$ cat config.mk
export PLATFORM = sky130hd
export DESIGN_NAME = classify_ctrl
export DESIGN_NICKNAME = d
export VERILOG_FILES = /design/src/rtl/bnn_pkg.sv /design/src/rtl/class_buffer.sv /design/src/rtl/classify_ctrl.sv
export SDC_FILE = /design/constraint.sdc
export NUM_CORES = 1
export LEC_CHECK = 0
export CAP_MARGIN = 20
export CELL_PAD_IN_SITES_DETAIL_PLACEMENT = 1
export CELL_PAD_IN_SITES_GLOBAL_PLACEMENT = 1
export CORE_MARGIN = 4
export CORE_UTILIZATION = 41
export CTS_CLUSTER_SIZE = 30
export DETAILED_ROUTE_END_ITERATION = 7
export GPL_ROUTABILITY_DRIVEN = 0
export GPL_TIMING_DRIVEN = 0
export PLACE_DENSITY = 0.87
export SYNTH_ARGS = -nofsm -noshare
export SYNTH_HDL_FRONTEND = slang
export SYNTH_SLANG_ARGS = --single-unit
$ cat constraint.sdc
create_clock -name clk -period 2.9 [get_ports clk]
set_input_delay 0.58 -clock clk [delete_from_list [all_inputs] [get_ports clk]]
set_output_delay 0.58 -clock clk [all_outputs]
set_load 0.01 [all_outputs]
$ cat src/rtl/bnn_pkg.sv
// Shared constants and state encoding for the MNIST BNN classification sequencer.
package bnn_pkg;

    localparam int NUM_CLASSES = 10;
    localparam int PC_W        = 9;
    localparam int IDX_W       = 4;
    localparam int CONF_W      = 8;

    // Index reported when the comparator never answers.
    localparam logic [IDX_W-1:0] ERR_INDEX = 4'hF;

    typedef enum logic [2:0] {
        S_IDLE     = 3'd0,
        S_COLLECT  = 3'd1,
        S_LAUNCH   = 3'd2,
        S_WAIT_CMP = 3'd3,
        S_OUTPUT   = 3'd4
    } state_t;

endpackage

$ cat src/rtl/class_buffer.sv
// Per-class popcount slots plus the mask of classes received for the current image.
module class_buffer #(
    parameter int NUM_CLASSES = bnn_pkg::NUM_CLASSES,
    parameter int PC_W        = bnn_pkg::PC_W,
    parameter int IDX_W       = bnn_pkg::IDX_W
) (
    input  logic                        clk,
    input  logic                        rst_n,
    input  logic                        clr,
    input  logic                        wr_en,
    input  logic [IDX_W-1:0]            wr_class,
    input  logic [PC_W-1:0]             wr_data,
    output logic                        full,
    output logic [NUM_CLASSES*PC_W-1:0] popcounts
);

    logic [NUM_CLASSES-1:0] mask_q;
    logic [NUM_CLASSES-1:0] wr_sel;
    logic [PC_W-1:0]        slot_q [NUM_CLASSES];

    always_comb begin
        wr_sel = '0;
        for (int k = 0; k < NUM_CLASSES; k++) begin
            wr_sel[k] = wr_en && (wr_class == IDX_W'(k));
        end
    end

    // Counts the beat being written this cycle so the launch is not delayed a cycle.
    assign full = &(mask_q | wr_sel);

    always_ff @(posedge clk or negedge rst_n) begin
        if (!rst_n) begin
            mask_q <= '0;
        end else if (clr) begin
            mask_q <= '0;
        end else begin
            mask_q <= mask_q | wr_sel;
        end
    end

    always_ff @(posedge clk or negedge rst_n) begin
        if (!rst_n) begin
            for (int k = 0; k < NUM_CLASSES; k++) begin
                slot_q[k] <= '0;
            end
        end else begin
            for (int k = 0; k < NUM_CLASSES; k++) begin
                if (wr_sel[k]) begin
                    slot_q[k] <= wr_data;
                end
            end
        end
    end

    for (genvar k = 0; k < NUM_CLASSES; k++) begin : g_flat
        assign popcounts[k*PC_W +: PC_W] = slot_q[k];
    end

endmodule

$ cat src/rtl/classify_ctrl.sv
// Collects serial per-class popcounts, launches the 10-way comparator and holds its result.
module classify_ctrl #(
    parameter int NUM_CLASSES = bnn_pkg::NUM_CLASSES,
    parameter int PC_W        = bnn_pkg::PC_W,
    parameter int TIMEOUT     = 15
) (
    input  logic                         clk,
    input  logic                         rst_n,
    input  logic                         start,
    input  logic                         pc_valid,
    input  logic [bnn_pkg::IDX_W-1:0]    pc_class,
    input  logic [PC_W-1:0]              pc_data,
    output logic                         pc_ready,
    output logic                         cmp_valid_in,
    output logic [NUM_CLASSES*PC_W-1:0]  cmp_popcounts,
    input  logic                         cmp_valid_out,
    input  logic [bnn_pkg::IDX_W-1:0]    cmp_max_index,
    input  logic [bnn_pkg::CONF_W-1:0]   cmp_confidence,
    output logic                         res_valid,
    input  logic                         res_ready,
    output logic [bnn_pkg::IDX_W-1:0]    res_index,
    output logic [bnn_pkg::CONF_W-1:0]   res_confidence,
    output logic                         res_error,
    output logic                         busy
);

    import bnn_pkg::*;

    localparam int                CNT_W   = $clog2(TIMEOUT + 1);
    localparam logic [CNT_W-1:0]  CNT_MAX = CNT_W'(TIMEOUT);

    state_t           state;
    logic             err_q;
    logic [CNT_W-1:0] cnt_q;
    logic             class_ok;
    logic             buf_wr;
    logic             buf_clr;
    logic             buf_full;
    logic             restart;

    assign class_ok = int'(pc_class) < NUM_CLASSES;
    assign buf_wr   = (state == S_COLLECT) && pc_valid && class_ok;
    assign restart  = ((state == S_IDLE) && start) ||
                      ((state == S_OUTPUT) && res_ready && start);
    assign buf_clr  = restart;

    class_buffer #(
        .NUM_CLASSES (NUM_CLASSES),
        .PC_W        (PC_W),
        .IDX_W       (IDX_W)
    ) u_buf (
        .clk       (clk),
        .rst_n     (rst_n),
        .clr       (buf_clr),
        .wr_en     (buf_wr),
        .wr_class  (pc_class),
        .wr_data   (pc_data),
        .full      (buf_full),
        .popcounts (cmp_popcounts)
    );

    always_ff @(posedge clk or negedge rst_n) begin
        if (!rst_n) begin
            state          <= S_IDLE;
            pc_ready       <= 1'b0;
            cmp_valid_in   <= 1'b0;
            res_valid      <= 1'b0;
            res_error      <= 1'b0;
            res_index      <= '0;
            res_confidence <= '0;
            busy           <= 1'b0;
            err_q          <= 1'b0;
            cnt_q          <= '0;
        end else begin
            cmp_valid_in <= 1'b0;
            case (state)
                S_IDLE: begin
                    if (start) begin
                        state    <= S_COLLECT;
                        pc_ready <= 1'b1;
                        busy     <= 1'b1;
                        err_q    <= 1'b0;
                    end
                end
                S_COLLECT: begin
                    if (pc_valid) begin
                        if (!class_ok) begin
                            err_q <= 1'b1;
                        end else if (buf_full) begin
                            state        <= S_LAUNCH;
                            pc_ready     <= 1'b0;
                            cmp_valid_in <= 1'b1;
                        end
                    end
                end
                S_LAUNCH: begin
                    state <= S_WAIT_CMP;
                    cnt_q <= '0;
                end
                S_WAIT_CMP: begin
                    if (cmp_valid_out) begin
                        state          <= S_OUTPUT;
                        res_valid      <= 1'b1;
                        res_index      <= cmp_max_index;
                        res_confidence <= cmp_confidence;
                        res_error      <= err_q;
                    end else if (cnt_q == CNT_MAX) begin
                        // Comparator never answered: report a flagged dummy result.
                        state          <= S_OUTPUT;
                        res_valid      <= 1'b1;
                        res_index      <= ERR_INDEX;
                        res_confidence <= '0;
                        res_error      <= 1'b1;
                        err_q          <= 1'b1;
                    end else begin
                        cnt_q <= cnt_q + 1'b1;
                    end
                end
                S_OUTPUT: begin
                    if (res_ready) begin
                        res_valid <= 1'b0;
                        res_error <= 1'b0;
                        if (start) begin
                            state    <= S_COLLECT;
                            pc_ready <= 1'b1;
                            err_q    <= 1'b0;
                        end else begin
                            state <= S_IDLE;
                            busy  <= 1'b0;
                        end
                    end
                end
                default: begin
                    state    <= S_IDLE;
                    pc_ready <= 1'b0;
                    busy     <= 1'b0;
                end
            endcase
        end
    end

endmodule

==> implementation parameters, run 1 <==
Parameter                              Value

Global routing
  Global-route usage over all layers    0.221
  Maximum number of pins on one net before global-route repair    70
  Antenna violations before repair    0
  Wire length of the first global-routing pass    between 20000 and 25000 µm
  Aggregate global routing overflow    0
  Via count of the first global-routing pass    4257

Final layout
  Area delta synth->final    40.3%
  Fillcell total    1167
  Ratio of cells with drive above 1 in the final layout    0.258
  Final core utilization    0.591
  Antenna cells    0
  Final cell area excluding filler cells    between 7000 and 8000 µm²
  Total Nets Final    around 550
  Register cell area after layout    approximately 3100 µm²
  Multi-input combinational cell area    1810 µm²

Placed design
  Post-place instance area    about 6600 µm²
  Worst setup timing slack at the placement stage    roughly 0.038 ns
  Final HPWL DP    between 10000 and 15000 µm
  Count of buffers inserted at the top-level ports    roughly 130

CTS
  Clock tree from TritonCTS    built
  TritonCTS sink count    125
  Clk slew on worst S/H paths    roughly 0.060 ns
  Number of gates resized after CTS    0
  CTS buffer count    17
  Clk Tree Root Cell    sky130_fd_sc_hd__clkbuf_16
  Maximum number of buffers from clock root to sink    2
  CTS hold repair buffers    0
  Clock latency reported for the late side of the worst-skew pair    ~0.42 ns
  Number of setup buffers added after CTS    0
  Clock H-tree levels    4

Routing
  Detailed-route wire length on metal 1    around 5700 µm
  Total wirelength of the detailed-routed design    15000 µm
  First drt pass iteration count    4
  Vias after detailed routing    3695
  Detail-routed net length per standard cell    between 20 and 25 µm
  Detail-routed via count per cell    5.28
  Drt first-iter violations    between 100 and 150
  Detailed route wirelength on metal3    ~1400 µm
  Highest routed layer    met4
  Routed length on met2    a little under 8000 µm
  Remaining design rule violation count    0
  Number of nets still failing antenna checks after routing    0

Critical path
  CP max stage delay    0.77 ns
  Ordered list of cells on the worst path    clkdlybuf4s50_1 -> clkbuf_1 -> nor4b_4 -> mux2_2
  Sort of element at the end of the critical path    flop
  Top fanout value on the critical path    10
  Startpoint kind of the worst setup timing path    input pin
  Required time at the worst-slack endpoint    3.21 ns
  Classification of the worst setup path    in -> reg
  Number of buffer and inverter instances along the worst setup path    2
  Data arrival time of the worst path    approximately 2.8 ns
  Slowest library cell on the worst path    sky130_fd_sc_hd__nor4b_4
  Family with the most delay on the worst path    buffers and inverters

STA
  Final setup skew    around 0.013 ns
  Fin worst setup slack    ~0.46 ns
  Actual transition at the worst max-transition pin    about 0.96 ns
  Achievable clock frequency    roughly 410 MHz
  Minimum clock period    2.44 ns
  Setup repair after global routing missed its margin    no
  Slew margin rel.    0.356
  Endpoints failing setup    0
  Final Hold Vio Count    0
  Final worst path period share    0.842
  Final count of pins violating max slew    0

Synth
  Syn Inst Count    375
  Simple-Gate Fraction of Synth Area    0.0854
  Adder-cell share of the synthesized area    0.00246
  Largest family of logic cells by synthesized area    multiplexers
  Most numerous cell types in the synthesized netlist    125 x sky130_fd_sc_hd__dfrtp_1, 90 x sky130_fd_sc_hd__mux2_2, 22 x sky130_fd_sc_hd__nor2_1, 14 x sky130_fd_sc_hd__nand2_1, 12 x sky130_fd_sc_hd__o21ai_0
  Average size of a mapped cell    between 10 and 15 µm²
  Fraction of synthesized cell area taken by the top area cell type    0.615
  Post-synthesis sequential element count    125
  Net count of the mapped netlist    approximately 410
  Fraction of registers with async set/reset    1.00
  Synth warn    0
  Post-synth EDFFs    0
  Sequential fraction of the synthesis area    0.615
  Multiplexer share of the synthesized area    0.201
  Post-synth cell types    44
  Area fraction in compound gates after synthesis    0.0649
  Post-Synth XOR/XNOR Area    0.00172
  Top post-synthesis cells by area    sky130_fd_sc_hd__dfrtp_1 62%, sky130_fd_sc_hd__mux2_2 20%, sky130_fd_sc_hd__nor2_1 1.6%
  Yosys top cell by area    sky130_fd_sc_hd__dfrtp_1
  Prevailing post-synth register cell    sky130_fd_sc_hd__dfrtp_1
  Netlist area before placement    between 5000 and 6000 µm²
  Most common cell in the netlist    sky130_fd_sc_hd__dfrtp_1

Floorplan
  Number of placement rows    40
  Die Y-Extent    between 100 and 150 µm
  Die outline width    between 100 and 150 µm
  Starting density of the core    0.422
  Top-level I/O count    ~140
  Die Footprint    ~14000 µm²
  Core ar.    about 12000 µm²

Power and ir drop
  Clock Power Share    0.279
  Post-layout total power    roughly 0.007 W
  Pwr Density    slightly below 1000 nW/µm²
  P_leak    between 3 and 4 nW
  Switching Fraction    0.302
  Internal Pwr Total    about 0.0049 W
  Largest vdd supply drop    just over 0.0007 V
  Net Sw Power    0.00211 W
  Logic pwr share    0.337
  Power share of the sequential group    0.384

Job
  Number of maximum-capacitance constraint violations    0

Run status
  Result of the run    finished, final reports clean

Min path
  Worst Hold Class    in -> async
[final cells by class]
type,count,share of cell area
timing repair buffer,128,0.182
inverter,12,0.00631
buffer,22,0.0146
clock inverter,10,0.0133
tap,168,0.0295
multi-input combinational,216,0.254
sequential,125,0.438
clock buffer,19,0.0621
[stage by stage]
step           hold WS (ns)  setup TNS (ns)  cells
2_1_floorplan         0.284               0    375
3_3_place_gp          0.462         -435.96    670
3_5_place_dp          0.479               0    671
4_1_cts               0.143               0    700
5_1_grt               0.173               0    700
6_report              0.141               0    700
[flip-flops by register name, indices dropped and copies added, names as in the netlist, 3 cells and up]
signal / flops
res_confidence: 8
cnt_q: 4
res_index: 4
state: 3
u_buf.mask_q: 10
u_buf.popcounts: 90
[kinds of logic (layout without fill, tap and decap cells)]
| logic type | after synthesis | in the layout |
|---|---|---|
| flip-flops | 125 | 125 |
| multiplexers | 91 | 91 |
| AND/OR/NAND/NOR | 74 | 74 |
| AO/OA/AOI/OAI | 49 | 49 |
| buffers and inverters | 34 | 191 |
| adder cells (fa/ha/maj) | 1 | 1 |
| XOR/XNOR | 1 | 1 |
[cells in the final DEF (no fill, tap or decap), types with 3 or more instances in the layout]
cell type and instances:
sky130_fd_sc_hd__buf_2 5, sky130_fd_sc_hd__clkbuf_16 17, sky130_fd_sc_hd__clkinvlp_4 5, sky130_fd_sc_hd__o22ai_1 3, sky130_fd_sc_hd__nand3_1 9, sky130_fd_sc_hd__nor2_1 22
sky130_fd_sc_hd__inv_1 11, sky130_fd_sc_hd__clkdlybuf4s50_1 126, sky130_fd_sc_hd__mux2_2 90, sky130_fd_sc_hd__nand4_1 5, sky130_fd_sc_hd__nor3_1 4, sky130_fd_sc_hd__dfrtp_1 125
sky130_fd_sc_hd__buf_1 9, sky130_fd_sc_hd__a22o_1 8, sky130_fd_sc_hd__clkbuf_1 6, sky130_fd_sc_hd__o21ai_0 12, sky130_fd_sc_hd__a41oi_1 3, sky130_fd_sc_hd__o22a_1 4
sky130_fd_sc_hd__nand2_1 14, sky130_fd_sc_hd__a21oi_1 9, sky130_fd_sc_hd__a31oi_1 3
[path summary, 6_finish.rpt]
path / depth (start not counted) / from / to / slack, ns
max in group asynchronous: 2 / rst_n / u_buf.popcounts[42] / 2.01
max: 4 / pc_class[2] / u_buf.popcounts[50] / 0.46
max reg2reg: 5 / state[2] / u_buf.popcounts[50] / 0.63
min reg2reg: 1 / err_q / err_q / 0.49
min: 1 / rst_n / res_index[2] / 0.14
min in group clk: 1 / err_q / err_q / 0.49
[layer usage]
layer / up-vias / global-route usage
li1: 1633 / -
met2: 123 / 0.380
met4: 0 / 0.0558
met3: 14 / 0.107
met1: 1925 / 0.246
met5: - / 0
[power by group through the flow]
stage / clock network (W) / registers, W / logic [W]
3_3_place_gp: 0 / 0.00264 / 0.00226
6_report: 0.00195 / 0.00268 / 0.00236
3_5_place_dp: 0 / 0.00270 / 0.00235
5_1_grt: 0.00208 / 0.00276 / 0.00253
2_1_floorplan: 0 / 0.00288 / 0.000761
4_1_cts: 0.00200 / 0.00269 / 0.00239
No activity file was read; power rests on OpenSTA's default activity.
==> run 2, diff against run 1 <==
CORE_UTILIZATION = 38   (was 41)
PLACE_DENSITY = 0.82   (was 0.87)
clock period = 2.4 ns   (was 2.9 ns; I/O delays follow)
==> implementation parameters, run 2 (same netlist as run 1, synthesis figures left out) <==
Parameter                              Value

STA
  Final Hold Vio Count    0
  Fin worst setup slack    0.0524 ns
  Achievable clock frequency    about 430 MHz
  Slew margin rel.    0.349
  Endpoints failing setup    0
  Final setup skew    around 0.011 ns
  Final count of pins violating max slew    0
  Minimum clock period    around 2.3 ns
  Actual transition at the worst max-transition pin    about 0.97 ns
  Final worst path period share    0.978

Routing
  First drt pass iteration count    4
  Total wirelength of the detailed-routed design    approximately 15000 µm
  Detail-routed net length per standard cell    approximately 21 µm
  Drt first-iter violations    between 100 and 150
  Remaining design rule violation count    0
  Vias after detailed routing    3648
  Number of nets still failing antenna checks after routing    0
  Detail-routed via count per cell    ~5.1

Floorplan
  Top-level I/O count    138
  Die Y-Extent    ~120 µm
  Starting density of the core    0.386
  Core ar.    approximately 13000 µm²
  Die Footprint    about 15000 µm²
  Number of placement rows    between 40 and 50
  Die outline width    124 µm

Critical path
  Worst setup path startpoint    pc_valid
  Data arrival time of the worst path    2.62 ns
  Required time at the worst-slack endpoint    between 2 and 3 ns
  Crit path to    pc_ready
  Classification of the worst setup path    in -> reg
  Slack of the worst reg-to-reg path    between 0.15 and 0.2 ns
  Launch instance of the worst register-to-register path    state[2]
  Top fanout value on the critical path    10
  Startpoint kind of the worst setup timing path    input pin
  Sort of element at the end of the critical path    flop
  Worst Reg2Reg Path Length in Cells    5
  End of the worst register-to-register path    u_buf.popcounts[49]

Final layout
  Antenna cells    0
  Final cell area excluding filler cells    a little over 7000 µm²
  Ratio of cells with drive above 1 in the final layout    0.269
  Area delta synth->final    42.9%
  Max reg flops    90
  Total Nets Final    555
  Finished Layout Cells    between 700 and 800
  Leading cell types in the layout, fill and taps excluded    126 x sky130_fd_sc_hd__clkdlybuf4s50_1, 125 x sky130_fd_sc_hd__dfrtp_1, 90 x sky130_fd_sc_hd__mux2_2, 21 x sky130_fd_sc_hd__nor2_1, 17 x sky130_fd_sc_hd__clkbuf_16
  Most common cell after layout, fill and taps aside    sky130_fd_sc_hd__clkdlybuf4s50_1

Power and ir drop
  Pwr Density    1220 nW/µm²
  P_leak    around 3.1 nW
  Post-layout total power    about 0.0088 W
  Largest vdd supply drop    roughly 0.00064 V

Global routing
  Via count of the first global-routing pass    between 4k and 5k
  Wire length of the first global-routing pass    roughly 23000 µm
  Aggregate global routing overflow    0
  Maximum number of pins on one net before global-route repair    72
  Antenna violations before repair    0
  Global-route usage over all layers    0.205

CTS
  CTS buffer count    17
  Maximum number of buffers from clock root to sink    2
  TritonCTS sink count    125
  Clk Tree Root Cell    sky130_fd_sc_hd__clkbuf_16
  CTS hold repair buffers    0
  Clock H-tree levels    4
  Clk slew on worst S/H paths    0.05 ns
  Clock tree from TritonCTS    built
  Clock latency reported for the late side of the worst-skew pair    0.42 ns

Placed design
  Post-placement cell count    around 680
  Post-place instance area    ~6600 µm²
  Worst setup timing slack at the placement stage    -0.376 ns
  Count of buffers inserted at the top-level ports    127
  Final HPWL DP    10200 µm

Job
  Number of maximum-capacitance constraint violations    0

Min path
  Worst Hold Class    in -> async

Run status
  Result of the run    finished, final reports clean
-- run 2: how the worst min path moves through the flow --
stage          slack (ns)         to       from  depth (start not counted)
6_report             0.02       busy      rst_n                          1
5_1_grt              0.05       busy      rst_n                          1
4_1_cts              0.02       busy      rst_n                          1
3_5_place_dp         0.47       busy      rst_n                          1
3_3_place_gp         0.46  res_valid  res_valid                          2
2_1_floorplan        0.18       busy      rst_n                          0
-- run 2: power by group --
group          switching, W  internal, W  total (W)  leakage (nW)
clock network      0.000949      0.00180    0.00275         0.307
logic               0.00121      0.00165    0.00285          1.32
registers          0.000420      0.00282    0.00324          1.52
-- run 2: final cells by class --
class	count	area, µm²
clock buffers	20	457
well taps	176	220
fillers	1315	5920
plain buffers	22	105
repair buffers	129	1310
inverters	12	45.0
multi-input cells	216	1820
clock inverters	12	184
flip-flops and latches	125	3130
-- run 2: repair_timing --
item | CTS | global route
gates resized for setup | 0 | 5
setup endpoints to repair | 0 | 21
buffers inserted | 0 | 1
-- run 2: routing by layer --
layer  vias to the layer above  routed length (µm)  GRT usage
li1                       1640                   -          -
met1                      1870                5670      0.222
met2                       125                7720      0.359
met3                        13                1390     0.0926
met4                         0                 171     0.0623
met5                         -                   0          0
-- run 2: stage by stage --
step,utilization,setup TNS (ns),hold slack (ns)
floorplan,-,0,0.184
global placement,0.499,-494.45,0.463
detailed placement,0.501,-21.97,0.470
CTS,0.549,0,0.0211
global route,0.551,-0.00904,0.0515
finish,0.551,0,0.0218
-- run 2: critical path: stages --
cell	delay (ns)
sky130_fd_sc_hd__clkdlybuf4s50_1	0.61
sky130_fd_sc_hd__and4bb_2	0.28
sky130_fd_sc_hd__buf_2	0.21
sky130_fd_sc_hd__nand3_1	0.14
sky130_fd_sc_hd__o21ai_0	0.29
sky130_fd_sc_hd__nand3_1	0.19
sky130_fd_sc_hd__nor3_2	0.28
sky130_fd_sc_hd__o311ai_1	0.13
